==> src/rtl/multicycle_controller.sv <==
// Multicycle CPU control FSM: fetch/decode/execute/memory/writeback sequencing with
// memory handshake timeout, illegal-opcode trap, halt and a retired-instruction counter.
module multicycle_controller #(
    parameter bit          MEM_WAIT_EN = 1'b1,
    parameter int unsigned TIMEOUT     = 16,
    parameter bit          EXT_EN      = 1'b1,
    parameter int unsigned CNT_W       = 32
) (
    input  logic             clk,
    input  logic             reset,
    input  logic [6:0]       Opcode,
    input  logic             mem_ready,
    output logic             PCWrite,
    output logic             IRWrite,
    output logic             ALUSrc,
    output logic             MemtoReg,
    output logic             RegWrite,
    output logic             MemRead,
    output logic             MemWrite,
    output logic             Branch,
    output logic             JalrSel,
    output logic             JmpSel,
    output logic [1:0]       ALUOp,
    output logic             flag_halt,
    output logic             illegal,
    output logic             mem_timeout,
    output logic [2:0]       state,
    output logic [CNT_W-1:0] retire_cnt
);

    typedef enum logic [2:0] {
        StFetch  = 3'd0,
        StDecode = 3'd1,
        StExec   = 3'd2,
        StMem    = 3'd3,
        StWb     = 3'd4,
        StHalt   = 3'd5,
        StError  = 3'd6,
        StBad    = 3'd7
    } state_e;

    localparam logic [6:0] OP_R    = 7'b0110011;
    localparam logic [6:0] OP_I    = 7'b0010011;
    localparam logic [6:0] OP_U    = 7'b0110111;
    localparam logic [6:0] OP_LW   = 7'b0000011;
    localparam logic [6:0] OP_SW   = 7'b0100011;
    localparam logic [6:0] OP_BR   = 7'b1100011;
    localparam logic [6:0] OP_JALR = 7'b1100111;
    localparam logic [6:0] OP_JAL  = 7'b1101111;
    localparam logic [6:0] OP_HALT = 7'b0000001;

    state_e           state_q, state_d;
    logic [6:0]       opcode_q, opcode_d;
    logic [7:0]       wait_q, wait_d;
    logic [CNT_W-1:0] retire_q;
    logic             run_q;
    logic             illegal_q, illegal_d;
    logic             timeout_q, timeout_d;
    logic [10:0]      ctrl_q;
    logic             ready;
    logic             wait_last;
    logic             retire_inc;

    // Moore control word: {ALUSrc, MemtoReg, RegWrite, MemRead, MemWrite, Branch,
    // JalrSel, JmpSel, ALUOp[1:0], flag_halt}
    function automatic logic [10:0] moore_ctrl(state_e s, logic [6:0] op);
        logic       alu_src, m2r, rw, mr, mw, br, jalr, jmp, halt;
        logic [1:0] aop;
        {alu_src, m2r, rw, mr, mw, br, jalr, jmp, halt} = '0;
        aop = 2'b00;
        case (s)
            StFetch: mr = 1'b1;
            StExec: begin
                alu_src = op inside {OP_LW, OP_SW, OP_I, OP_JALR, OP_U};
                aop[1]  = op inside {OP_R, OP_I, OP_U};
                aop[0]  = op inside {OP_BR, OP_U};
                br      = (op == OP_BR);
                jmp     = (op == OP_JAL) || (op == OP_JALR);
                rw      = jmp;
                jalr    = (op == OP_JALR);
            end
            StMem: begin
                mr = (op == OP_LW);
                mw = (op == OP_SW);
            end
            StWb: begin
                rw  = 1'b1;
                m2r = (op == OP_LW);
            end
            StHalt:  halt = 1'b1;
            default: ;
        endcase
        return {alu_src, m2r, rw, mr, mw, br, jalr, jmp, aop, halt};
    endfunction

    function automatic logic is_legal(logic [6:0] op);
        if (op inside {OP_R, OP_I, OP_LW, OP_SW, OP_BR}) return 1'b1;
        if (op inside {OP_U, OP_JAL, OP_JALR})          return EXT_EN;
        return 1'b0;
    endfunction

    always_comb begin
        ready      = MEM_WAIT_EN ? mem_ready : 1'b1;
        wait_last  = (wait_q == 8'(TIMEOUT - 1));
        state_d    = state_q;
        opcode_d   = opcode_q;
        illegal_d  = illegal_q;
        timeout_d  = timeout_q;
        case (state_q)
            // run_q holds off the handshake until one full edge after reset release
            StFetch: begin
                if (run_q) begin
                    if (ready) begin
                        state_d = StDecode;
                    end else if (wait_last) begin
                        state_d   = StError;
                        timeout_d = 1'b1;
                    end
                end
            end
            StDecode: begin
                opcode_d = Opcode;
                if (Opcode == OP_HALT) begin
                    state_d = StHalt;
                end else if (is_legal(Opcode)) begin
                    state_d = StExec;
                end else begin
                    state_d   = StError;
                    illegal_d = 1'b1;
                end
            end
            StExec: begin
                if (opcode_q inside {OP_R, OP_I, OP_U})             state_d = StWb;
                else if (opcode_q inside {OP_LW, OP_SW})            state_d = StMem;
                else if (opcode_q inside {OP_BR, OP_JAL, OP_JALR})  state_d = StFetch;
                else                                                state_d = StError;
            end
            StMem: begin
                if (ready) begin
                    state_d = (opcode_q == OP_LW) ? StWb : StFetch;
                end else if (wait_last) begin
                    state_d   = StError;
                    timeout_d = 1'b1;
                end
            end
            StWb:    state_d = StFetch;
            StHalt:  state_d = StHalt;
            StError: state_d = StError;
            default: state_d = StError;
        endcase

        if (state_d != state_q) begin
            wait_d = 8'd0;
        end else if (!ready && ((state_q == StFetch && run_q) || state_q == StMem)) begin
            wait_d = wait_q + 8'd1;
        end else begin
            wait_d = wait_q;
        end

        retire_inc = (state_d == StFetch) && (state_q inside {StExec, StMem, StWb});
    end

    always_ff @(posedge clk or negedge reset) begin
        if (!reset) begin
            state_q   <= StFetch;
            opcode_q  <= 7'd0;
            wait_q    <= 8'd0;
            retire_q  <= '0;
            run_q     <= 1'b0;
            illegal_q <= 1'b0;
            timeout_q <= 1'b0;
            ctrl_q    <= moore_ctrl(StFetch, 7'd0);
        end else begin
            state_q   <= state_d;
            opcode_q  <= opcode_d;
            wait_q    <= wait_d;
            run_q     <= 1'b1;
            illegal_q <= illegal_d;
            timeout_q <= timeout_d;
            ctrl_q    <= moore_ctrl(state_d, opcode_d);
            if (retire_inc) begin
                retire_q <= retire_q + CNT_W'(1);
            end
        end
    end

    assign {ALUSrc, MemtoReg, RegWrite, MemRead, MemWrite, Branch,
            JalrSel, JmpSel, ALUOp, flag_halt} = ctrl_q;

    // Instruction-register load and PC advance coincide with the fetch handshake
    assign IRWrite     = run_q && (state_q == StFetch) && ready;
    assign PCWrite     = IRWrite;
    assign illegal     = illegal_q;
    assign mem_timeout = timeout_q;
    assign state       = state_q;
    assign retire_cnt  = retire_q;

endmodule

==> config.mk <==
export PLATFORM = sky130hd
export DESIGN_NAME = multicycle_controller
export DESIGN_NICKNAME = d
export VERILOG_FILES = /design/src/rtl/multicycle_controller.sv
export SDC_FILE = /design/constraint.sdc
export NUM_CORES = 1
export LEC_CHECK = 0
export ABC_AREA = 1
export BUFFER_PORTS_ARGS = -buffer_cell sky130_fd_sc_hd__buf_4
export CAP_MARGIN = 20
export CORE_UTILIZATION = 50
export CTS_CLUSTER_DIAMETER = 120
export CTS_CLUSTER_SIZE = 25
export DETAILED_ROUTE_END_ITERATION = 16
export PLACE_DENSITY = 0.71
export SLEW_MARGIN = 20
export SYNTH_ARGS = -nofsm -noshare
export SYNTH_HDL_FRONTEND = slang
export SYNTH_SLANG_ARGS = --single-unit
export TNS_END_PERCENT = 5
==> constraint.sdc <==
create_clock -name clk -period 3.9 [get_ports clk]
set_clock_uncertainty 0.15 [all_clocks]
set_input_delay 0.78 -clock clk [delete_from_list [all_inputs] [get_ports clk]]
set_output_delay 0.78 -clock clk [all_outputs]
set_load 0.05 [all_outputs]
==> flow_summary.toml, run 1 <==
[logic_synthesis]
synth_edf_count = 0
synth_nets = 569
synth_top_cell_area_share_pct = 39.74
synth_seq_cells = 64
yosysMostFrequentCell = "nand2_1"
ys_top_cells_by_count = "209 x nand2_1, 75 x nor2_1, 63 x dfrtp_1"
synthFlopType = "dfrtp_1"
yosysSeqAreaShare_pct = 40.40
synth_cells = 557
async_reset_ff_share_pct = 100.0
yosysTopAreaCell = "dfrtp_1"
yosys_warnings = 0
synthTopCellsByArea = "dfrtp_1 40%, nand2_1 20%, nor2_1 7.1%"
ys_types = 31
syn_area_mm2 = 0.003968
syn_avg_cell_area_um2 = 7.123

[cts]
cts_hold_buf = 0
cts_resized = 0
clockBufferDepth = 2
cts_made_buffers = 9
worstSkewPairLatency_ns = 0.34
clk_pin_slew_ns = 0.08
cts_tree = "built"
clock_sinks = 64
post_cts_buffers = 0
cts-root-buf = "clkbuf_8"
cts.htree.levels = 3

[worst_setup_path]
startpoint = "state[2]$_DFF_PN0_"
end_kind = "register"
path_class = "reg2reg"
crit_arrival_ns = 2.90
crit_fanout = 38
rr_endpoint = "retire_cnt[0]$_DFFE_PN0P_"
required_ns = 3.97
rr_worst_depth = 11
start_kind = "register"
crit-reg2reg-launch = "state[2]$_DFF_PN0_"
r2r_slack_ns = 1.07
endpoint = "retire_cnt[0]$_DFFE_PN0P_"

[timing]
maxSlewViolCount = 0
slew_headroom_pct = 46.20
tightestPinTransition_ns = 0.8069
setup_viol_count_final = 0
max_freq_mhz = 353.5
finalCritPeriodShare_pct = 72.54
finalSetupTns_ns = 0
finalHoldViolCount = 0
grt_setup_unrepaired = "false"
fin_crit_ns = 2.829

[floorplan]
placementRows = 32
start_util_pct = 51.61
coreArea_mm2 = 0.007687
die_y_um = 91.08
die-area_mm2 = 0.008296
die_x_um = 91.08
io_pins = 60

[layout]
layout-drive-gt1-share_pct = 15.56
nets = 624
fin_util_pct = 60.35
area_growth_pct = 16.93
fin_area_mm2 = 0.004639
n_antenna_cell = 0

[global_route]
grt_antenna_before_repair = 0
grt_max_degree = 65
grt_pass1_wl_um = 16890
gr-usage-all-layers_pct = 25.60
first_global_vias = 3522
gr-total-overflow = 0

[place]
dpl.hpwl_um = 7127
postPlaceCellArea_mm2 = 0.004418
port_buffers = 59
place.gp.congestion = 0.8992

[route]
firstDrtPassIters = 5
routed_via_density = 5.282
drc_errors = 0
avgRoutedWirePerCell_um = 13.67
drtIter0Drc = 273
vias = 3798
wirelength_um = 9832
ant_nets = 0

[min_path]
hold_start = "illegal$_DFFE_PN0P_"
hold_path.class = "reg2reg"

[run_status]
status = "completed"

[power_and_ir_drop]
powerDensity_mw_per_mm2 = 286.7
ir_drop_mv = 0.2446
power.leakage_nw = 2.406

[flow_run]
cap_violations = 0
## worst max-delay path: stages, from the launching register on
cell,delay [ns]
dfrtp_1,0.53
inv_1,0.15
nand3_1,0.15
nand2_2,0.09
nand2_4,0.12
nor2_1,0.08
nor2_2,0.13
nand3_2,0.11
inv_2,0.52
nand3_4,0.44
nand2_1,0.17
nand2_1,0.06
## state kept, by name (all words and copies together) (netlist names)
register	cells
retire_cnt	32
run_q	1
state	3
illegal	1
wait_q	8
mem_timeout	1
opcode_q	7
ctrl_q	11
## per-stage QoR
| step | instances | hold slack, ns | power, W | setup slack (ns) |
|---|---|---|---|---|
| after floorplan | 557 | 0.3344 | 0.0006824 | 0.9521 |
| after global placement | 703 | 0.3176 | 0.0007052 | 1.048 |
| after detailed placement | 703 | 0.3184 | 0.0007057 | 0.9519 |
| after CTS | 719 | 0.3365 | 0.001345 | 1.077 |
| after global routing | 719 | 0.3449 | 0.001378 | 0.7608 |
| final | 719 | 0.3320 | 0.001330 | 1.071 |
## cells by family after synthesis
family | after synthesis | share of synthesized area (%)
simple gates | 383 | 43.08
fa+ha+maj | 2 | 0.6306
other cells | 1 | 0.09452
compound gates | 19 | 2.902
flops | 64 | 40.40
buf+inv | 66 | 8.041
xor+xnor | 22 | 4.856
## cell type report
type	instances	area, µm²
inverters	50	187.7
clock inverters	5	80.08
clock buffers	11	141.4
multi-input cells	427	2049
well taps	102	127.6
flip-flops and latches	64	1603
fillers	757	3048
repair buffers	60	450.4
## routing by layer
| layer | up-vias | share of wire [%] | global-route usage [%] |
|---|---|---|---|
| met1 | 1792 | 49 | 38.13 |
| met5 | - | 0 | 0 |
| met4 | 0 | 1.2 | 8.333 |
| met2 | 97 | 45 | 38.51 |
| met3 | 11 | 4.8 | 3.266 |
| li1 | 1898 | - | - |
## cell usage in the layout (no fill, tap or decap), types with 2 or more instances in the layout
cell type,instances
nand2_1,209
nor2_1,75
dfrtp_1,63
buf_4,60
inv_1,46
nand4_1,43
nand3_1,19
xor2_1,18
nor3_1,15
nand3b_1,11
clkbuf_8,10
o21ai_1,6
inv_2,4
a21oi_1,4
xnor2_1,4
nand3_2,3
o21ai_2,3
o21ai_0,2
nand2_2,2
nor2_2,2
nand3_4,2
ha_1,2
clkinvlp_4,2
bufinv_16,2
## how the worst min path moves through the flow
stage                              endpoint  slack, ns  cells after the start
global placement    mem_timeout$_DFFE_PN0P_       0.32                      1
floorplan               ctrl_q[0]$_DFF_PN0_       0.33                      0
detailed placement      illegal$_DFFE_PN0P_       0.32                      1
global route            illegal$_DFFE_PN0P_       0.34                      1
finish                  illegal$_DFFE_PN0P_       0.33                      1
CTS                     illegal$_DFFE_PN0P_       0.34                      1
## report_power, final
group | switching, W | internal (W)
clock network | 0.000262 | 0.000377
logic | 0.0000199 | 0.00000791
registers | 0.000000129 | 0.000664
total | 0.000282 | 0.00105
(Power assumes the default switching activity.)
==> inputs of run 2 (changes only) <==
--- a/config.mk
+++ b/config.mk
@@ -5,14 +5,14 @@
 export SDC_FILE = /design/constraint.sdc
 export NUM_CORES = 1
 export LEC_CHECK = 0
-export ABC_AREA = 1
+export ABC_AREA = 0
 export BUFFER_PORTS_ARGS = -buffer_cell sky130_fd_sc_hd__buf_4
 export CAP_MARGIN = 20
 export CORE_UTILIZATION = 50
 export CTS_CLUSTER_DIAMETER = 120
 export CTS_CLUSTER_SIZE = 25
 export DETAILED_ROUTE_END_ITERATION = 16
-export PLACE_DENSITY = 0.71
+export PLACE_DENSITY = 0.76
 export SLEW_MARGIN = 20
 export SYNTH_ARGS = -nofsm -noshare
 export SYNTH_HDL_FRONTEND = slang
==> constraint.sdc (replaced) <==
create_clock -name clk -period 2.4 [get_ports clk]
set_clock_uncertainty 0.15 [all_clocks]
set_input_delay 0.48 -clock clk [delete_from_list [all_inputs] [get_ports clk]]
set_output_delay 0.48 -clock clk [all_outputs]
set_load 0.05 [all_outputs]
==> run 2 against run 1 <==
Effect of this change:
- the run now ends with negative setup slack left
- synthesized area is 19% lower
- sequential share of layout area down 0.20 points
- die area fell by 18%
- final area rose by 0.97%
- critical path depth decreased by 4
- critical path type unchanged
==> flow_summary.toml, run 2 <==
[run_status]
status = "complete, but fails checks"
violations = "negative setup slack"

[floorplan]
coreArea_mm2 = 0.006061
die-area_mm2 = 0.006774
die_x_um = 82.31
placementRows = 28
die_y_um = 82.31
start_util_pct = 53.20
io_pins = 60

[worst_setup_path]
crit_path_max_incr_delay_ns = 0.54
worstPathCellList = "nand3b_1 -> buf_4 -> o311a_4 -> a21oi_2 -> nand2_4 -> or4_4 -> xnor2_2"
start_kind = "register"
required_ns = 2.48
crit_family = "simple AND/OR/NAND/NOR gates"
crit_fanout = 5
worst-path-buf-inv = 1
critPathSlowestCell = "or4_4"
end_kind = "register"
startpoint = "opcode_q[3]$_DFF_PN0_"
crit-reg2reg-launch = "opcode_q[3]$_DFF_PN0_"
path_class = "reg2reg"
crit_arrival_ns = 2.56

[route]
firstDrtPassIters = 5
routed_via_density = 5.899
wirelength_um = 9170
drc_errors = 0
drt-met1-wl_um = 3799
ant_nets = 0
drtIter0Drc = 212
wl_met2_um = 4532
dr.max_layer_used = "met4"
vias = 3038
avgRoutedWirePerCell_um = 17.81
dr_wl_met3_um = 533

[flow_run]
cap_violations = 0

[global_route]
gr-total-overflow = 0
grt_antenna_before_repair = 0
grt_pass1_wl_um = 13590
grt_max_degree = 65
gr-usage-all-layers_pct = 27.52
first_global_vias = 2909

[logic_synthesis]
yosys_warnings = 0
ys_types = 47
synthFlopType = "dfrtp_1"
syn_avg_cell_area_um2 = 10.27
synth_edf_count = 0
synth_seq_cells = 64
async_reset_ff_share_pct = 100.0
synth_nets = 326
yosysTopAreaCell = "dfrtp_1"
yosysMostFrequentCell = "dfrtp_1"
ys_top_cells_by_count = "63 x dfrtp_1, 27 x xnor2_1, 26 x nand2_1"
synth_cells = 314
synthTopCellsByArea = "dfrtp_1 49%, xnor2_1 7.3%, nand4_1 3.7%"
yosysSeqAreaShare_pct = 49.71
syn_area_mm2 = 0.003224
synth_top_cell_area_share_pct = 48.89

[timing]
fin_crit_ns = 2.488
hold_ws_ns = 0.05493
worst_slack_ns = -0.08769
maxSlewViolCount = 0
setup_viol_count_final = 23
slew_headroom_pct = 47.03
tightestPinTransition_ns = 0.7946
finalHoldViolCount = 0
max_freq_mhz = 402.0
grt_setup_unrepaired = "true"
finalCritPeriodShare_pct = 103.7

[power_and_ir_drop]
power_w = 0.005468
ir_drop_mv = 0.9364
power.leakage_nw = 2.191
p_int_w = 0.003121
pwr-share-clk_pct = 19.1
switching_share_pct = 42.92
pwr-share-comb_pct = 54.6
p_seq_share_pct = 26.2
powerDensity_mw_per_mm2 = 1167
power_switching_w = 0.002347

[cts]
clockBufferDepth = 2
cts_made_buffers = 9
clock_sinks = 64
cts.htree.levels = 3
cts-root-buf = "clkbuf_8"
worstSkewPairLatency_ns = 0.35
cts_tree = "built"
clk_pin_slew_ns = 0.07
cts_hold_buf = 0

[layout]
largest_reg_flops = 32
nets = 447
n_antenna_cell = 0
layout-drive-gt1-share_pct = 44.09
fin_util_pct = 77.29
fin_area_mm2 = 0.004684
area_growth_pct = 45.29
layout_common_cells = "107 x buf_4, 58 x dfrtp_1, 25 x xnor2_1"
final_common_cell = "buf_4"

[place]
place.gp.congestion = 0.9050
postPlaceCellArea_mm2 = 0.004184
dpl.hpwl_um = 5777
port_buffers = 59

[min_path]
hold_path.class = "in2async"
==> run 2: cell families (layout without fill, tap and decap cells) <==
logic type	Yosys count	after routing	share of synthesized area, %
compound gates	24	24	5.782
other cells	1	1	0.1163
flops	64	64	49.71
mux	10	10	3.260
simple gates	153	153	26.89
buf+inv	21	147	2.871
xor+xnor	39	39	10.59
fa+ha+maj	2	2	0.7760
==> run 2: path summary, 6_finish.rpt <==
kind                                              end  cells after the start  slack [ns]
min reg2reg                   mem_timeout$_DFFE_PN0P_                      1        0.32
max                        retire_cnt[29]$_DFFE_PN0P_                      7       -0.09
min                               illegal$_DFFE_PN0P_                      1        0.05
min in group clk                opcode_q[1]$_DFF_PN0_                      2        0.24
max reg2reg                retire_cnt[29]$_DFFE_PN0P_                      7       -0.09
max in group asynchronous   retire_cnt[6]$_DFFE_PN0P_                      1        1.45
==> run 2: power by group through the flow <==
stage          Combinational, W  Sequential [W]  Clock [W]
2_1_floorplan           0.00121         0.00172          0
3_3_place_gp            0.00239         0.00142          0
3_5_place_dp            0.00244         0.00142          0
4_1_cts                 0.00267         0.00141    0.00105
5_1_grt                 0.00319         0.00145    0.00110
6_report                0.00299         0.00143    0.00105
==> run 2: per-layer routing <==
layer  track usage, %  vias to the layer above
met4            15.09                        0
met1            35.23                     1495
met3            4.396                       35
met5                0                        -
li1                 -                     1377
met2            44.55                      131
==> run 2: layout make-up <==
type | instances | area, µm²
Clock buffer | 11 | 141.4
Fill cell | 385 | 1376
Tap cell | 75 | 93.84
Inverter | 10 | 37.54
Clock inverter | 5 | 80.08
Multi-Input combinational cell | 229 | 1749
Sequential cell | 64 | 1609
Timing Repair Buffer | 121 | 973.4
==> run 2: through the flow <==
step | std cells | setup TNS, ns | setup WS (ns)
finish | 515 | -0.7933 | -0.08769
global route | 515 | -2.563 | -0.1311
detailed placement | 490 | -7.085 | -0.2435
floorplan | 314 | -1.870 | -0.1055
global placement | 490 | -5.430 | -0.2296
CTS | 512 | -0.07874 | -0.01552
==> run 2: repair_timing <==
action                                  in CTS  in global routing
endpoints found under the setup margin      43                 48
pin swaps                                    6                 26
hold endpoints to repair                     0                  0
setup buffers                                6                  3
resized for setup                           25                 23
